### config.mk
export PLATFORM = sky130hd
export DESIGN_NAME = hazard_ctrl
export DESIGN_NICKNAME = d
export VERILOG_FILES = /design/src/rtl/hazard_ctrl_pkg.sv /design/src/rtl/hazard_fwd_sel.sv /design/src/rtl/hazard_ctrl.sv
export SDC_FILE = /design/constraint.sdc
export NUM_CORES = 1
export LEC_CHECK = 0
export CAP_MARGIN = 20
export CORE_ASPECT_RATIO = 0.5
export CORE_UTILIZATION = 38
export CTS_BUF_LIST = sky130_fd_sc_hd__clkbuf_4 sky130_fd_sc_hd__clkbuf_8
export DETAILED_ROUTE_END_ITERATION = 8
export PLACE_DENSITY = 0.78
export SLEW_MARGIN = 20
export SYNTH_ARGS = -nofsm -noshare
export SYNTH_HDL_FRONTEND = slang
export SYNTH_HIERARCHICAL = 1
export SYNTH_SLANG_ARGS = --single-unit
### constraint.sdc
create_clock -name clk -period 2.52 [get_ports clk]
set_clock_uncertainty 0.1 [all_clocks]
set_input_delay 0.252 -clock clk [delete_from_list [all_inputs] [get_ports clk]]
set_output_delay 0.252 -clock clk [all_outputs]
set_load 0.01 [all_outputs]
### src/rtl/hazard_ctrl_pkg.sv
// rtl/hazard_ctrl_pkg.sv - shared encodings for the pipeline hazard controller
package hazard_ctrl_pkg;

    localparam logic [1:0] FWD_RF = 2'b00;
    localparam logic [1:0] FWD_WB = 2'b01;
    localparam logic [1:0] FWD_M  = 2'b10;

    localparam logic [1:0] ST_RUN         = 2'b00;
    localparam logic [1:0] ST_MC_WAIT     = 2'b01;
    localparam logic [1:0] ST_FENCE_DRAIN = 2'b10;

    localparam logic [1:0] RESULT_SRC_LOAD = 2'b01;

endpackage

### src/rtl/hazard_fwd_sel.sv
// rtl/hazard_fwd_sel.sv - operand forward select for one EX source register
module hazard_fwd_sel
    import hazard_ctrl_pkg::*;
#(
    parameter int REG_ADDR_W = 4
) (
    input  logic [REG_ADDR_W-1:0] rs_EX,
    input  logic [REG_ADDR_W-1:0] rd_M,
    input  logic                  reg_write_M,
    input  logic [REG_ADDR_W-1:0] rd_WB,
    input  logic                  reg_write_WB,
    output logic [1:0]            fwd_sel
);

    logic rs_nonzero;
    assign rs_nonzero = (rs_EX != '0);

    // The M-stage result is younger, so it shadows a matching WB write.
    always_comb begin
        fwd_sel = FWD_RF;
        if (reg_write_M && rs_nonzero && (rd_M == rs_EX)) begin
            fwd_sel = FWD_M;
        end else if (reg_write_WB && rs_nonzero && (rd_WB == rs_EX)) begin
            fwd_sel = FWD_WB;
        end
    end

endmodule

### src/rtl/hazard_ctrl.sv
// rtl/hazard_ctrl.sv - stall/flush/forward control with MC-op wait and FENCE drain
module hazard_ctrl
    import hazard_ctrl_pkg::*;
#(
    parameter int REG_ADDR_W  = 4,
    parameter int STORE_CNT_W = 2,
    parameter int MC_TIMEOUT  = 40
) (
    input  logic                   clk,
    input  logic                   rst,
    input  logic [REG_ADDR_W-1:0]  i_rs1Addr_ID,
    input  logic [REG_ADDR_W-1:0]  i_rs2Addr_ID,
    input  logic [REG_ADDR_W-1:0]  i_rs1Addr_EX,
    input  logic [REG_ADDR_W-1:0]  i_rs2Addr_EX,
    input  logic [REG_ADDR_W-1:0]  i_rdAddr_EX,
    input  logic [1:0]             i_result_src_EX,
    input  logic                   i_pcSrc_EX,
    input  logic [REG_ADDR_W-1:0]  i_rdAddr_M,
    input  logic                   i_reg_write_M,
    input  logic [REG_ADDR_W-1:0]  i_rdAddr_WB,
    input  logic                   i_reg_write_WB,
    input  logic                   i_fence_ID,
    input  logic                   i_mc_start_EX,
    input  logic                   i_mc_done,
    input  logic                   i_store_issue,
    input  logic                   i_store_ack,
    output logic                   o_stall_IF,
    output logic                   o_stall_ID,
    output logic                   o_stall_EX,
    output logic                   o_flush_ID,
    output logic                   o_flush_EX,
    output logic                   o_flush_M,
    output logic [1:0]             o_forward_rs1_EX,
    output logic [1:0]             o_forward_rs2_EX,
    output logic                   o_fence_busy,
    output logic [STORE_CNT_W-1:0] o_store_pending,
    output logic                   o_mc_timeout,
    output logic                   o_store_ovf
);

    localparam int MC_CNT_W = (MC_TIMEOUT > 2) ? $clog2(MC_TIMEOUT) : 1;
    localparam logic [MC_CNT_W-1:0]    MC_LAST   = MC_CNT_W'(MC_TIMEOUT - 1);
    localparam logic [STORE_CNT_W-1:0] STORE_MAX = {STORE_CNT_W{1'b1}};

    logic [1:0]             state_q, state_d;
    logic [MC_CNT_W-1:0]    mc_cnt_q, mc_cnt_d;
    logic [STORE_CNT_W-1:0] store_cnt_q, store_cnt_d;
    logic                   store_ovf_q, store_ovf_d;

    logic [1:0] fwd_rs1, fwd_rs2;
    logic       lw_stall;
    logic       mc_go;
    logic       fence_go;
    logic       mc_timeout;

    hazard_fwd_sel #(.REG_ADDR_W(REG_ADDR_W)) u_fwd_rs1 (
        .rs_EX        (i_rs1Addr_EX),
        .rd_M         (i_rdAddr_M),
        .reg_write_M  (i_reg_write_M),
        .rd_WB        (i_rdAddr_WB),
        .reg_write_WB (i_reg_write_WB),
        .fwd_sel      (fwd_rs1)
    );

    hazard_fwd_sel #(.REG_ADDR_W(REG_ADDR_W)) u_fwd_rs2 (
        .rs_EX        (i_rs2Addr_EX),
        .rd_M         (i_rdAddr_M),
        .reg_write_M  (i_reg_write_M),
        .rd_WB        (i_rdAddr_WB),
        .reg_write_WB (i_reg_write_WB),
        .fwd_sel      (fwd_rs2)
    );

    assign lw_stall = (i_result_src_EX == RESULT_SRC_LOAD) && (i_rdAddr_EX != '0) &&
                      ((i_rdAddr_EX == i_rs1Addr_ID) || (i_rdAddr_EX == i_rs2Addr_ID));

    assign mc_go    = i_mc_start_EX && !i_mc_done;

    // A taken branch squashes the fence; an MC op in EX defers it until MC_WAIT ends.
    assign fence_go = i_fence_ID && !i_pcSrc_EX && !i_mc_start_EX &&
                      ((store_cnt_q != '0) || i_store_issue);

    assign mc_timeout = (state_q == ST_MC_WAIT) && !i_mc_done && (mc_cnt_q == MC_LAST);

    always_comb begin
        store_cnt_d = store_cnt_q;
        store_ovf_d = store_ovf_q;
        case ({i_store_issue, i_store_ack})
            2'b10: begin
                if (store_cnt_q == STORE_MAX) begin
                    store_ovf_d = 1'b1;
                end else begin
                    store_cnt_d = store_cnt_q + STORE_CNT_W'(1);
                end
            end
            2'b01: begin
                if (store_cnt_q != '0) begin
                    store_cnt_d = store_cnt_q - STORE_CNT_W'(1);
                end
            end
            default: ;
        endcase
    end

    // The MC counter includes the RUN cycle in which the op was first seen.
    always_comb begin
        state_d  = state_q;
        mc_cnt_d = mc_cnt_q;
        case (state_q)
            ST_RUN: begin
                mc_cnt_d = '0;
                if (mc_go) begin
                    state_d  = ST_MC_WAIT;
                    mc_cnt_d = MC_CNT_W'(1);
                end else if (fence_go) begin
                    state_d = ST_FENCE_DRAIN;
                end
            end
            ST_MC_WAIT: begin
                if (i_mc_done || mc_timeout) begin
                    state_d  = ST_RUN;
                    mc_cnt_d = '0;
                end else begin
                    mc_cnt_d = mc_cnt_q + MC_CNT_W'(1);
                end
            end
            ST_FENCE_DRAIN: begin
                if (store_cnt_d == '0) begin
                    state_d = ST_RUN;
                end
            end
            default: begin
                state_d  = ST_RUN;
                mc_cnt_d = '0;
            end
        endcase
    end

    always_ff @(posedge clk) begin
        if (!rst) begin
            state_q     <= ST_RUN;
            mc_cnt_q    <= '0;
            store_cnt_q <= '0;
            store_ovf_q <= 1'b0;
        end else begin
            state_q     <= state_d;
            mc_cnt_q    <= mc_cnt_d;
            store_cnt_q <= store_cnt_d;
            store_ovf_q <= store_ovf_d;
        end
    end

    always_comb begin
        o_stall_IF       = 1'b0;
        o_stall_ID       = 1'b0;
        o_stall_EX       = 1'b0;
        o_flush_ID       = 1'b0;
        o_flush_EX       = 1'b0;
        o_flush_M        = 1'b0;
        o_forward_rs1_EX = fwd_rs1;
        o_forward_rs2_EX = fwd_rs2;
        o_fence_busy     = 1'b0;
        o_store_pending  = store_cnt_q;
        o_mc_timeout     = mc_timeout;
        o_store_ovf      = store_ovf_q;
        case (state_q)
            ST_RUN: begin
                o_stall_IF = lw_stall || mc_go;
                o_stall_ID = lw_stall || mc_go;
                o_stall_EX = mc_go;
                o_flush_M  = mc_go;
                o_flush_EX = lw_stall || i_pcSrc_EX;
                o_flush_ID = i_pcSrc_EX;
            end
            ST_MC_WAIT: begin
                o_stall_IF = !i_mc_done;
                o_stall_ID = !i_mc_done;
                o_stall_EX = !i_mc_done;
                o_flush_M  = !i_mc_done;
            end
            ST_FENCE_DRAIN: begin
                o_stall_IF   = 1'b1;
                o_stall_ID   = 1'b1;
                o_flush_EX   = 1'b1;
                o_fence_busy = 1'b1;
            end
            default: ;
        endcase
        if (!rst) begin
            o_stall_IF       = 1'b0;
            o_stall_ID       = 1'b0;
            o_stall_EX       = 1'b0;
            o_flush_ID       = 1'b1;
            o_flush_EX       = 1'b1;
            o_flush_M        = 1'b0;
            o_forward_rs1_EX = FWD_RF;
            o_forward_rs2_EX = FWD_RF;
            o_fence_busy     = 1'b0;
            o_store_pending  = '0;
            o_mc_timeout     = 1'b0;
            o_store_ovf      = 1'b0;
        end
    end

endmodule

==> flow_summary_export.csv, run 1 <==
group,metric,value,unit
outcome,status,"finished, final reports clean",
power_and_ir_drop,leakage,0.686,nW
timing,slew_violations,0,
global_route,grt_pass1_vias,946,
yosys,ys_ff_latch,11,
drt,num_vias,1142,
critical_path,critPathKind,"in -> out",
yosys,yosysUniqueCellTypes,40,
floorplan,top_level_ports,55,
floorplan,floorplan.die_area,2990,sq um
clock_network,path_clk_slew,0.05,ns
timing,slew_headroom,68.3,%
critical_path,crit_path_start,"i_rs1Addr_EX[0]",
run,cap_viol_max_count,0,
yosys,seq_area_frac_synth,21.0,%
yosys,yosys.area.top_type,"dfxtp_1",
timing,setup_viol,0,
yosys,synth_edf_count,0,
placement,dp_hpwl,2.14,mm
yosys,yosysTopAreaCellShare,21.0,%
drt,antenna_left,0,
final_layout,design_area,1680,sq um
drt,route.detailed.drc,0,
yosys,yosys-top-cells-area,"dfxtp_1 21%, xnor2_1 11%, xor2_1 6.7%, and2_1 5.4%, nand2_1 3.9%",
critical_path,regToRegEndpoint,"mc_cnt_q[1]",
drt,finalWirelength,2.51,mm
clock_network,htree_num_levels,1,
clock_network,cts_tree,"built",
timing,final_hold_viol_count,0,
critical_path,cpMaxStageDelayCell,"clkdlybuf4s50_1",
placement,place_congestion,0.779,
clock_network,cts_hold_buf,0,
clock_network,cts_buffers,3,
global_route,grt_first_pass_wirelength,3.92,mm
floorplan,die_h,39.2,um
yosys,ys_async_sr_fraction,0,%
power_and_ir_drop,p_per_area,313,nW/um^2
min_path,hp-class,"reg -> reg",
floorplan,core_area,2600,sq um
critical_path,critPathLaunchType,"input pin",
critical_path,crit_end,"o_forward_rs1_EX[0]",
final_layout,layout-drive-gt1-share,8.33,%
clock_network,cts_buffer_depth,2,
power_and_ir_drop,p_sw,0.000135,W
timing,period_needed,2.43,ns
yosys,yosys-top-cells-count,"13 x xnor2_1, 11 x dfxtp_1, 11 x nand2_1",
final_layout,fin_cells,229,
drt,wl_per_cell,11.0,um
clock_network,cts_setup_buffers,0,
global_route,antenna_found_initial,0,
global_route,grt_max_degree,13,
floorplan,fp-row-count,13,
critical_path,critical_path_buf_inv_count,2,
yosys,syn_inst,135,
placement,placed_area,1630,sq um
floorplan,initial_core_util,40.3,%
critical_path,crit-reg2reg-launch,"mc_cnt_q[0]",
yosys,yosys_warnings,6,
power_and_ir_drop,p_sw_share,25.6,%
power_and_ir_drop,p_clk_share,32.7,%
yosys,ys_dominant_reg_cell,"dfxtp_1",
critical_path,r2r_slack,1.13,ns
yosys,synth.avg_cell_area,7.78,sq um
clock_network,cts-resized-gates,0,
clock_network,cts_sinks,11,
critical_path,required,2.17,ns
drt,viasPerCell,4.99,
final_layout,nNetsFinal,236,
final_layout,area_growth,60.4,%
critical_path,cpLargestDelayFamily,"buffers and inverters",
drt,drt-pass1-iter-count,4,
critical_path,ff2ff_path_depth,4,
yosys,synth.most_common_cell,"xnor2_1",
power_and_ir_drop,p_seq_share,34.6,%
yosys,syn-num-nets,178,
clock_network,clk_latency,0.24,ns
power_and_ir_drop,p_int,0.000392,W
power_and_ir_drop,finalPower,0.000527,W
critical_path,crit_top_cell,"clkdlybuf4s50_1",
final_layout,diodes,0,
placement,port_buffers,54,
critical_path,worstPathArrival,2.07,ns
critical_path,path_cells,"clkdlybuf4s50_1 > nor3_1 > or3_1 > a221oi_2 > and2_1 > clkdlybuf4s50_1",
drt,drt_iter0_markers,56,
timing,setup_tns,0,ns
global_route,grt_use_total,16.7,%
critical_path,critPathMaxStageDelay,0.55,ns
power_and_ir_drop,share_comb_of_total_power,32.8,%
floorplan,fp.dieW,76.3,um
clock_network,root_buffer,"clkbuf_8",
power_and_ir_drop,peakVddDrop,0.000286,V
critical_path,path_depth,6,
critical_path,end_kind,"primary output",
yosys,syn_area,1050,sq um
timing,worst_pin_slew,0.471,ns
critical_path,critPathMaxFanout,4,
global_route,grt_overflow_total,0,
timing,min_period_over_period,96.2,%
timing,fmax,412,MHz
placement,dp.cells,225,
-- power groups by stage --
stage	logic (W)	registers (W)	clock network, W
after floorplan	0.0000775	0.000183	0
after global placement	0.000173	0.000186	0
after detailed placement	0.000175	0.000186	0
after CTS	0.000175	0.000182	0.000175
after global routing	0.000189	0.000183	0.000187
final	0.000173	0.000182	0.000172
-- metal layers --
layer	up-vias	track usage, %	wire [um]
met1	504	18.4	1110
met5	-	0	0
li1	602	-	-
met3	2	4.47	99
met4	0	4.33	10
met2	34	33.1	1290
-- registers in the layout, summed over array words and instances, names as in the netlist --
register     count
store_ovf_q      1
mc_cnt_q         6
store_cnt_q      2
state_q          2
-- through the flow --
stage	utilization, %	hold WS, ns	setup WS [ns]
after floorplan	-	0.325	0.884
after global placement	62.5	0.366	0.0527
after detailed placement	62.5	0.376	0.0520
after CTS	64.2	0.386	0.0427
after global routing	64.7	0.421	-0.0122
final	64.7	0.392	0.0949
-- worst min-delay path by stage --
stage / end / cells past startpoint / slack (ns) / start
after floorplan: store_cnt_q[0] / 2 / 0.33 / rst
after global routing: mc_cnt_q[0] / 1 / 0.42 / mc_cnt_q[0]
after CTS: mc_cnt_q[5] / 1 / 0.39 / mc_cnt_q[5]
final: mc_cnt_q[0] / 1 / 0.39 / mc_cnt_q[0]
after global placement: mc_cnt_q[0] / 1 / 0.37 / mc_cnt_q[0]
after detailed placement: mc_cnt_q[5] / 1 / 0.38 / mc_cnt_q[5]
-- kinds of logic after synthesis --
group / Yosys count / synth area share [%]
AND/OR/NAND/NOR: 59 / 31.2
AO/OA/AOI/OAI: 28 / 19.2
XOR/XNOR: 21 / 17.5
buffers and inverters: 12 / 6.44
flip-flops: 11 / 21.0
adder cells (fa/ha/maj): 3 / 3.58
multiplexers: 1 / 1.07
-- area by class of cell --
type | instances | area, sq um
sequential | 11 | 220
clock inverter | 1 | 5.00
clock buffer | 3 | 41.3
timing repair buffer | 58 | 583
multi-input combinational | 112 | 762
tap | 37 | 46.3
fill | 242 | 918
inverter | 7 | 26.3
-- cells in the final DEF, fill, tap and decap left out, types with 4 or more instances in the layout --
| cell type | instances |
|---|---|
| dfxtp_1 | 11 |
| clkdlybuf4s50_1 | 49 |
| nor2_1 | 7 |
| a31oi_1 | 4 |
| o21ai_1 | 5 |
| xor2_1 | 8 |
| nor3_1 | 5 |
| and2_1 | 9 |
| nand3_1 | 7 |
| xnor2_1 | 13 |
| nand2_1 | 11 |
| nor4_1 | 4 |
| buf_4 | 4 |
| inv_1 | 7 |
| dlymetal6s2s_1 | 5 |
No activity file was read; power rests on OpenSTA's default activity.
==> inputs of run 2 (changes only) <==
TNS_END_PERCENT = 10   (was not set)
==> results of run 2 <==
Same layout as run 1: the final DEF is identical, and so are final timing and power.
